**src/rtl/s_axi_read_responder_if.sv**
```systemverilog
// AXI4-Lite read-channel bundle (AR + R) for the DFX sequencer register responder.
interface s_axi_read_responder_if #(
  parameter int unsigned GLOB_ADDR_WIDTH = 32,
  parameter int unsigned GLOB_DATA_WIDTH = 32
);
  logic [GLOB_ADDR_WIDTH-1:0] S_AXI_ARADDR;
  logic                       S_AXI_ARVALID;
  logic                       S_AXI_ARREADY;
  logic [GLOB_DATA_WIDTH-1:0] S_AXI_RDATA;
  logic [1:0]                 S_AXI_RRESP;
  logic                       S_AXI_RVALID;
  logic                       S_AXI_RREADY;

  modport slave (
    input  S_AXI_ARADDR, S_AXI_ARVALID, S_AXI_RREADY,
    output S_AXI_ARREADY, S_AXI_RDATA, S_AXI_RRESP, S_AXI_RVALID
  );

  modport master (
    output S_AXI_ARADDR, S_AXI_ARVALID, S_AXI_RREADY,
    input  S_AXI_ARREADY, S_AXI_RDATA, S_AXI_RRESP, S_AXI_RVALID
  );
endinterface

```
**src/rtl/s_axi_read_responder.sv**
```systemverilog
// AXI4-Lite read responder: decodes bank0 registers and bank1 slot fields, one
// transaction outstanding, one R beat per AR.
module s_axi_read_responder #(
  parameter int unsigned GLOB_ADDR_WIDTH     = 32,
  parameter int unsigned GLOB_DATA_WIDTH     = 32,
  parameter int unsigned BANK1_INDEX_WIDTH   = 2,
  parameter int unsigned BANK0_CONTROL_WIDTH = 4,
  parameter int unsigned BANK0_STATUS_WIDTH  = 4,
  parameter int unsigned BANK0_CNT_WIDTH     = BANK1_INDEX_WIDTH
) (
  input  logic                           clk,
  input  logic                           reset,
  s_axi_read_responder_if.slave          s_axi,
  input  logic [BANK0_CONTROL_WIDTH-1:0] bank0_control,
  input  logic [BANK0_STATUS_WIDTH-1:0]  bank0_status,
  input  logic [BANK0_CNT_WIDTH-1:0]     bank0_cnt,
  output logic                           bank1_rd_en,
  output logic [BANK1_INDEX_WIDTH-1:0]   bank1_rd_slot,
  output logic [2:0]                     bank1_rd_field,
  input  logic [GLOB_DATA_WIDTH-1:0]     bank1_rd_data
);

  localparam int unsigned SlotLsb   = 5;
  localparam int unsigned HiLsb     = SlotLsb + BANK1_INDEX_WIDTH;
  localparam logic [1:0] RespOkay   = 2'b00;
  localparam logic [1:0] RespSlvErr = 2'b10;

  typedef enum logic [1:0] {StIdle, StDecode, StFetch, StResp} state_e;

  state_e                       state_q;
  logic                         arready_q;
  logic                         rvalid_q;
  logic [GLOB_DATA_WIDTH-1:0]   rdata_q;
  logic [1:0]                   rresp_q;
  logic                         rd_en_q;
  logic [BANK1_INDEX_WIDTH-1:0] rd_slot_q;
  logic [2:0]                   rd_field_q;
  logic [12:2]                  addr_q;
  logic                         b1_hit_q;

  logic                         ar_hs;
  logic [2:0]                   ar_field;
  logic [BANK1_INDEX_WIDTH-1:0] ar_slot;
  logic                         ar_b1_hit;
  logic                         unused_addr_bits;

  assign ar_hs     = s_axi.S_AXI_ARVALID && arready_q;
  assign ar_field  = s_axi.S_AXI_ARADDR[4:2];
  assign ar_slot   = s_axi.S_AXI_ARADDR[HiLsb-1:SlotLsb];
  assign ar_b1_hit = s_axi.S_AXI_ARADDR[12] && (ar_field < 3'd6) &&
                     (s_axi.S_AXI_ARADDR[11:HiLsb] == '0);

  // Byte-lane bits and everything above the bank select alias freely.
  assign unused_addr_bits = ^{s_axi.S_AXI_ARADDR[GLOB_ADDR_WIDTH-1:13],
                              s_axi.S_AXI_ARADDR[1:0]};

  // The bank1 strobe is launched on the AR edge so it is high during DECODE and
  // the one-cycle-latency slot data is ready to capture at the end of FETCH.
  always_ff @(posedge clk or negedge reset) begin
    if (!reset) begin
      state_q    <= StIdle;
      arready_q  <= 1'b0;
      rvalid_q   <= 1'b0;
      rdata_q    <= '0;
      rresp_q    <= RespOkay;
      rd_en_q    <= 1'b0;
      rd_slot_q  <= '0;
      rd_field_q <= '0;
      addr_q     <= '0;
      b1_hit_q   <= 1'b0;
    end else begin
      rd_en_q <= 1'b0;
      unique case (state_q)
        StIdle: begin
          if (ar_hs) begin
            arready_q <= 1'b0;
            addr_q    <= s_axi.S_AXI_ARADDR[12:2];
            b1_hit_q  <= ar_b1_hit;
            if (ar_b1_hit) begin
              rd_en_q    <= 1'b1;
              rd_slot_q  <= ar_slot;
              rd_field_q <= ar_field;
            end
            state_q <= StDecode;
          end else begin
            arready_q <= 1'b1;
          end
        end
        StDecode: begin
          if (addr_q[12] && b1_hit_q) begin
            state_q <= StFetch;
          end else begin
            rvalid_q <= 1'b1;
            state_q  <= StResp;
            rresp_q  <= RespOkay;
            if (addr_q[12]) begin
              rdata_q <= '0;
              rresp_q <= RespSlvErr;
            end else begin
              case (addr_q[11:2])
                10'd0:   rdata_q <= GLOB_DATA_WIDTH'(bank0_control);
                10'd1:   rdata_q <= GLOB_DATA_WIDTH'(bank0_status);
                10'd2:   rdata_q <= GLOB_DATA_WIDTH'(bank0_cnt);
                default: begin
                  rdata_q <= '0;
                  rresp_q <= RespSlvErr;
                end
              endcase
            end
          end
        end
        StFetch: begin
          rdata_q  <= bank1_rd_data;
          rresp_q  <= RespOkay;
          rvalid_q <= 1'b1;
          state_q  <= StResp;
        end
        StResp: begin
          if (s_axi.S_AXI_RREADY) begin
            rvalid_q  <= 1'b0;
            arready_q <= 1'b1;
            state_q   <= StIdle;
          end
        end
        default: state_q <= StIdle;
      endcase
    end
  end

  assign s_axi.S_AXI_ARREADY = arready_q;
  assign s_axi.S_AXI_RVALID  = rvalid_q;
  assign s_axi.S_AXI_RDATA   = rdata_q;
  assign s_axi.S_AXI_RRESP   = rresp_q;
  assign bank1_rd_en         = rd_en_q;
  assign bank1_rd_slot       = rd_slot_q;
  assign bank1_rd_field      = rd_field_q;

endmodule
```
**src/flat_wrapper.sv**
```systemverilog
// flat-port wrapper written by rule: the top's interface ports become plain ports
module s_axi_read_responder_flat 
#(
  parameter int unsigned GLOB_ADDR_WIDTH     = 32,
  parameter int unsigned GLOB_DATA_WIDTH     = 32,
  parameter int unsigned BANK1_INDEX_WIDTH   = 2,
  parameter int unsigned BANK0_CONTROL_WIDTH = 4,
  parameter int unsigned BANK0_STATUS_WIDTH  = 4,
  parameter int unsigned BANK0_CNT_WIDTH     = BANK1_INDEX_WIDTH
)
  (clk, reset, bank0_control, bank0_status, bank0_cnt, bank1_rd_en, bank1_rd_slot, bank1_rd_field, bank1_rd_data, s_axi_S_AXI_ARADDR, s_axi_S_AXI_ARVALID, s_axi_S_AXI_RREADY, s_axi_S_AXI_ARREADY, s_axi_S_AXI_RDATA, s_axi_S_AXI_RRESP, s_axi_S_AXI_RVALID);
  s_axi_read_responder_if #(.GLOB_ADDR_WIDTH(GLOB_ADDR_WIDTH), .GLOB_DATA_WIDTH(GLOB_DATA_WIDTH)) s_axi_i ();
  input  logic clk;
  input  logic reset;
  input  logic [BANK0_CONTROL_WIDTH-1:0] bank0_control;
  input  logic [BANK0_STATUS_WIDTH-1:0] bank0_status;
  input  logic [BANK0_CNT_WIDTH-1:0] bank0_cnt;
  output logic bank1_rd_en;
  output logic [BANK1_INDEX_WIDTH-1:0] bank1_rd_slot;
  output logic [2:0] bank1_rd_field;
  input  logic [GLOB_DATA_WIDTH-1:0] bank1_rd_data;
  input wire logic [$bits(s_axi_i.S_AXI_ARADDR)-1:0] s_axi_S_AXI_ARADDR;
  input wire logic [$bits(s_axi_i.S_AXI_ARVALID)-1:0] s_axi_S_AXI_ARVALID;
  input wire logic [$bits(s_axi_i.S_AXI_RREADY)-1:0] s_axi_S_AXI_RREADY;
  output wire logic [$bits(s_axi_i.S_AXI_ARREADY)-1:0] s_axi_S_AXI_ARREADY;
  output wire logic [$bits(s_axi_i.S_AXI_RDATA)-1:0] s_axi_S_AXI_RDATA;
  output wire logic [$bits(s_axi_i.S_AXI_RRESP)-1:0] s_axi_S_AXI_RRESP;
  output wire logic [$bits(s_axi_i.S_AXI_RVALID)-1:0] s_axi_S_AXI_RVALID;
  assign s_axi_i.S_AXI_ARADDR = s_axi_S_AXI_ARADDR;
  assign s_axi_i.S_AXI_ARVALID = s_axi_S_AXI_ARVALID;
  assign s_axi_i.S_AXI_RREADY = s_axi_S_AXI_RREADY;
  assign s_axi_S_AXI_ARREADY = s_axi_i.S_AXI_ARREADY;
  assign s_axi_S_AXI_RDATA = s_axi_i.S_AXI_RDATA;
  assign s_axi_S_AXI_RRESP = s_axi_i.S_AXI_RRESP;
  assign s_axi_S_AXI_RVALID = s_axi_i.S_AXI_RVALID;
  s_axi_read_responder #(.GLOB_ADDR_WIDTH(GLOB_ADDR_WIDTH), .GLOB_DATA_WIDTH(GLOB_DATA_WIDTH), .BANK1_INDEX_WIDTH(BANK1_INDEX_WIDTH), .BANK0_CONTROL_WIDTH(BANK0_CONTROL_WIDTH), .BANK0_STATUS_WIDTH(BANK0_STATUS_WIDTH), .BANK0_CNT_WIDTH(BANK0_CNT_WIDTH)) u_core (.clk(clk), .reset(reset), .s_axi(s_axi_i), .bank0_control(bank0_control), .bank0_status(bank0_status), .bank0_cnt(bank0_cnt), .bank1_rd_en(bank1_rd_en), .bank1_rd_slot(bank1_rd_slot), .bank1_rd_field(bank1_rd_field), .bank1_rd_data(bank1_rd_data));
endmodule
```
**config.mk**
```make
export PLATFORM = sky130hd
export DESIGN_NAME = s_axi_read_responder_flat
export DESIGN_NICKNAME = d
export VERILOG_FILES = /design/src/rtl/s_axi_read_responder_if.sv /design/src/rtl/s_axi_read_responder.sv /design/src/flat_wrapper.sv
export SDC_FILE = /design/constraint.sdc
export NUM_CORES = 1
export LEC_CHECK = 0
export ABC_CLOCK_PERIOD_IN_PS = 3540
export CAP_MARGIN = 40
export CELL_PAD_IN_SITES_DETAIL_PLACEMENT = 0
export CELL_PAD_IN_SITES_GLOBAL_PLACEMENT = 1
export CORE_UTILIZATION = 32
export CTS_CLUSTER_DIAMETER = 40
export DETAILED_ROUTE_END_ITERATION = 10
export GPL_ROUTABILITY_DRIVEN = 0
export HOLD_SLACK_MARGIN = 0.12
export PLACE_DENSITY = 0.95
export SLEW_MARGIN = 20
export SYNTH_ARGS = -nofsm -noshare
export SYNTH_HDL_FRONTEND = slang
export SYNTH_SLANG_ARGS = --single-unit
```
**constraint.sdc**
```tcl
create_clock -name clk -period 3.54 [get_ports clk]
set_input_delay 0.354 -clock clk [delete_from_list [all_inputs] [get_ports clk]]
set_output_delay 0.354 -clock clk [all_outputs]
set_load 0.1 [all_outputs]
```
---- Word level (Yosys, flattened, before mapping) ----
Index checks and enable logic that the tools add are counted.
cells by class
  magnitude comparators ................... 1
  equal/unequal tests ..................... 8
  muxes and demuxes ....................... 21
  reductions and logical operators ........ 17
operators by type and width
  kind                                            count
  2-to-1 mux 32 bit                               2
  one-hot mux 32 bit (2 select lines)             1
  one-hot mux 4 bit (3 select lines)              1
  == test 10 x 1 -> 1 bit, second input constant  1
  == test 10 x 2 -> 1 bit, second input constant  1
  logical NOT 10 bit                              1
  2-to-1 mux 2 bit                                5
  2-to-1 mux 1 bit                                8
  one-hot mux 2 bit (4 select lines)              1
  AND reduction 2 bit                             4
  AND reduction 3 bit                             2
  logical NOT 5 bit                               1
  == test 2 bit, second input constant            2
  logical AND 1 bit                               4
  != test 2 bit, second input constant            2
  one-hot mux 2 bit (2 select lines)              1
  nonzero test 2 bit                              2
  < comparator 3 bit, second input constant       1
  one-hot mux 1 bit (3 select lines)              1
  nonzero test 3 bit                              1
  OR reduction 3 bit                              1
  == test 2 x 1 -> 1 bit, second input constant   1
  logical NOT 2 bit                               1
  != test 2 x 1 -> 1 bit, second input constant   1
  one-hot mux 1 bit (2 select lines)              1
storage, ports and cells
  register bits ........................... 56
  input bits .............................. 78
  output and inout bits ................... 42
  logic and storage cells ................. 57

---- Logic depth before layout (Yosys ltp) ----
  word-level depth ........................ 6
  mapped depth ............................ 7

---- Least setup slack after synthesis ----
Ideal clock, no wire load.
  path kind ............................... register to register
  start point ............................. reg u_core.arready_q, in the netlist u_core.s_axi.S_AXI_ARREADY
  end point ............................... reg u_core.rd_field_q[0], in the netlist u_core.bank1_rd_field[0]
  library setup time ...................... 125 ps
  arrival time ............................ 2321 ps
  required time ........................... 3415 ps
  slack ................................... 1094 ps
  cell stages (with the launch flop) ...... 5
  period minus slack after synthesis ...... 2446 ps
  path through ............................ dfrtp_1 -> nand3_1 -> or3_4 -> or2_4 -> mux2_4
between the ends
  longest elaborated chain between the ends .. 2
ends and longest elaborated chain
  element                        line                        RTL
  from (decl)                    s_axi_read_responder.sv:31  logic arready_q;
  from (signal assigned)         s_axi_read_responder.sv:62  arready_q <= 1'b0;
  from (signal assigned)         s_axi_read_responder.sv:76  arready_q <= 1'b0;
  from (signal assigned)         s_axi_read_responder.sv:86  arready_q <= 1'b1;
  logical AND 1 bit              s_axi_read_responder.sv:47  assign ar_hs = s_axi.S_AXI_ARVALID && arready_q;
  AND reduction 3 bit (no line)  -
  to (signal assigned)           s_axi_read_responder.sv:82  rd_field_q <= ar_field;
  to (decl)                      s_axi_read_responder.sv:37  logic [2:0] rd_field_q;
Every way passes these cells.
A chain may end at the register's enable or synchronous reset.

---- Final worst setup path ----
  start point ............................. reg u_core.state_q[0]
  end point ............................... reg u_core.rd_slot_q[1], in the netlist u_core.bank1_rd_slot[1]
between the ends
  longest elaborated chain between the ends .. 2
ends and longest elaborated chain
  element                        line                        RTL
  from (decl)                    s_axi_read_responder.sv:30  state_e state_q;
  from (signal assigned)         s_axi_read_responder.sv:61  state_q <= StIdle;
  from (signal assigned)         s_axi_read_responder.sv:84  state_q <= StDecode;
  from (signal assigned)         s_axi_read_responder.sv:91  state_q <= StFetch;
  logical NOT 2 bit              s_axi_read_responder.sv:73  unique case (state_q)
  AND reduction 3 bit (no line)  -
  to (signal assigned)           s_axi_read_responder.sv:81  rd_slot_q <= ar_slot;
  to (decl)                      s_axi_read_responder.sv:36  logic [BANK1_INDEX_WIDTH-1:0] rd_slot_q;
Every way passes these cells.

==> metrics.md <==
| Metric | Value |
|---|---|
| Clock Sinks | 55 |
| Post-CTS Setup Bufs | 0 |
| Tightest Pin Transition | 0.599 ns |
| Critical R2R Capture | u_core.bank1_rd_slot[1]$_DFFE_PN0P_ |
| Buffers added on ports | 97 |
| # DRC | 0 |
| Worst r2r path cells | 7 |
| Synth Area per Inst | 13.1 um2 |
| Root buf cell | clkbuf_8 |
| Final Hold Viols | 0 |
| Most frequent cells in the layout | 96 x clkdlybuf4s50_1, 55 x dfrtp_1, 38 x buf_8 |
| Most common flop cell mapped by yosys | dfrtp_1 |
| WL/cell | 15.6 um |
| Final Setup Violations | 0 |
| Commonest non-fill, non-tap cell in the layout | clkdlybuf4s50_1 |
| Worst EP arrival | 2.40 ns |
| #FFs+latches synth | 55 |
| FP Rows | 30 |
| Fmax | 454 MHz |
| HP Class | in2async |
| WS Path Type | reg2reg |
| Setup crit end kind | register |
| Worst r2r src | u_core.state_q[0]$_DFFE_PN0P_ |
| Initial cell density of the core | 33.3% |
| Routed via count | 1,974 |
| First-pass GRT wire length | 10.6 mm |
| Total Nets Final | 400 |
| Antenna-violating nets left | 0 |
| Slew Viols, Final | 0 |
| Worst clock skew | 0.00767 ns |
| IO Pins | 120 |
| Die width | 86.3 um |
| Post-synthesis cell type count | 31 |
| EDFF count, synth | 0 |
| Dpl hpwl | 5.16 mm |
| H-Tree Level Count | 2 |
| Via density | 4.76 |
| Number of global-route vias before repair | 2,114 |
| Layout cells sized above 1 | 24.5% |
| Worst Setup Start Kind | register |
| Largest net degree at the start of global routing | 30 |
| CTS tree | yes |
| R2r setup slk | 1.34 ns |
| Final wirelength | 6.46 mm |
| Grt total ovfl | 0 |
| Antenna violations before repair | 0 |
| Critical-path top delay cell | or3_4 |
| Final Critical Period | 2.20 ns |
| Syn Inst Count | 174 |
| Post-route insts no fill | 415 |
| Pre-antenna DRT Iters | 4 |
| Bufs on Longest Clock Path | 2 |
| Tcrit/Tclk final | 62.3% |
| RSZ-0062 raised after global routing | false |
| Clock latency on the worst-skew pair | 0.31 ns |
| Area of the core | 6830 um2 |
| CP bufs+invs | 2 |
| Layout area overhead | 82.8% |
| Total Routing Usage GR | 18.5% |
| Clock slew at reported path FFs | 0.10 ns |
| Outcome | finished clean |
| Post-Syn Area | 2270 um2 |
| Filler cell count | 529 |
| Ant diodes | 0 |
| Die H | 86.3 um |
| Full die area | 7440 um2 |
| Share of the yosys chip area belonging to registers | 60.6% |
| Crit path cell chain | inv_1 > ha_1 > nand3_1 > buf_4 > or3_4 > or2_4 > mux2_4 |
| # placed instances | 405 |
| Yosys Warn Count | 0 |
| Num CTS Buffers | 5 |
| Maxcap violations | 0 |
| Mapped Nets | 256 |
| Drt first-iter violations | 43 |
| Critical Path RT | 3.74 ns |
| Slew headroom | 60.1% |
| Setup total negative slack | 0 ns |
| Crit path largest cell delay | 0.42 ns |
| Max FO, Critical Path | 15 |
| FFs w/ async S/R, synth | 100% |
| CP delay by family, top | simple AND/OR/NAND/NOR gates |
sequential cells by signal (all words and copies together) (netlist names):
name and flops:
u_core.s_axi.S_AXI_RDATA 32, u_core.addr_q 11, u_core.bank1_rd_field 3, u_core.bank1_rd_slot 2, u_core.state_q 2, u_core.b1_hit_q 1
u_core.bank1_rd_en 1, u_core.s_axi.S_AXI_ARREADY 1, u_core.s_axi.S_AXI_RRESP 1, u_core.s_axi.S_AXI_RVALID 1
logic make-up after synthesis:
group / after synthesis / share of synthesized area (%)
AO/OA/AOI/OAI: 54 / 17.7
flip-flops: 55 / 60.6
multiplexers: 18 / 9.20
adder cells (fa/ha/maj): 4 / 2.20
buffers and inverters: 13 / 2.31
AND/OR/NAND/NOR: 29 / 7.87
other: 1 / 0.165
worst max-delay path by stage:
stage,startpoint,to,slack [ns],cells past startpoint
final,u_core.state_q[0]$_DFFE_PN0P_,u_core.bank1_rd_slot[1]$_DFFE_PN0P_,1.34,7
after global routing,u_core.state_q[0]$_DFFE_PN0P_,u_core.bank1_rd_slot[1]$_DFFE_PN0P_,1.21,7
after CTS,u_core.state_q[0]$_DFFE_PN0P_,u_core.bank1_rd_slot[1]$_DFFE_PN0P_,1.33,7
after detailed placement,s_axi_S_AXI_ARADDR[8],u_core.bank1_rd_slot[1]$_DFFE_PN0P_,1.14,5
after global placement,s_axi_S_AXI_ARADDR[8],u_core.bank1_rd_slot[1]$_DFFE_PN0P_,1.16,5
after floorplan,u_core.s_axi.S_AXI_ARREADY$_DFFE_PN0P_,u_core.bank1_rd_field[0]$_DFFE_PN0P_,1.09,4
per-stage QoR:
| stage | util, % | hold slack (ns) | cell area [um2] | setup WS [ns] |
|---|---|---|---|---|
| 2_1_floorplan | - | 0.0584 | 2270 | 1.09 |
| 3_3_place_gp | 49.1 | 0.482 | 3350 | 1.16 |
| 4_1_cts | 60.6 | 0.462 | 4140 | 1.33 |
| 3_5_place_dp | 59.1 | 0.270 | 4040 | 1.14 |
| 5_1_grt | 60.8 | 0.490 | 4150 | 1.21 |
| 6_report | 60.8 | 0.470 | 4150 | 1.34 |
area by class of cell:
| cell class | instances | area, um2 | share of cell area, % |
|---|---|---|---|
| clock inverter | 3 | 25.0 | 0.602 |
| inverter | 4 | 15.0 | 0.361 |
| multi-input combinational | 106 | 847 | 20.4 |
| tap | 96 | 120 | 2.89 |
| sequential | 55 | 1380 | 33.1 |
| timing repair buffer | 146 | 1700 | 41.0 |
| clock buffer | 5 | 68.8 | 1.66 |
synthesized netlist by cell type, types with 2 or more instances:
library cell	count	share of area, %
dfrtp_1	55	61
a22o_1	29	11
mux2_2	11	5.5
o21ai_0	11	2.4
clkbuf_1	8	1.3
a21oi_1	7	1.5
nand2_1	6	0.99
ha_1	4	2.2
inv_1	4	0.66
mux2i_1	4	1.8
nand3_1	4	0.88
mux2_4	3	2.0
nand3b_1	3	0.99
nor2b_1	3	0.83
a22oi_1	2	0.66
and2_1	2	0.55
nor2_1	2	0.33
o22a_2	2	0.88
or4_1	2	0.66
layer usage:
| layer | vias to the layer above | global-route usage [%] | wire length (um) | part of all wire, % |
|---|---|---|---|---|
| met2 | 75 | 33.9 | 3340 | 52 |
| met4 | 0 | 3.64 | 47 | 0.73 |
| li1 | 927 | - | - | - |
| met5 | - | 0 | 0 | 0 |
| met1 | 965 | 22.2 | 2710 | 42 |
| met3 | 7 | 4.29 | 370 | 5.7 |
timing repair:
item,in CTS,in global routing
gates resized for setup,0,0
hold buffers,1,0
hold endpoints to repair,11,0
Power is not shown: default switching activity piles up to over one toggle a cycle in this logic, so the estimate is an artifact.
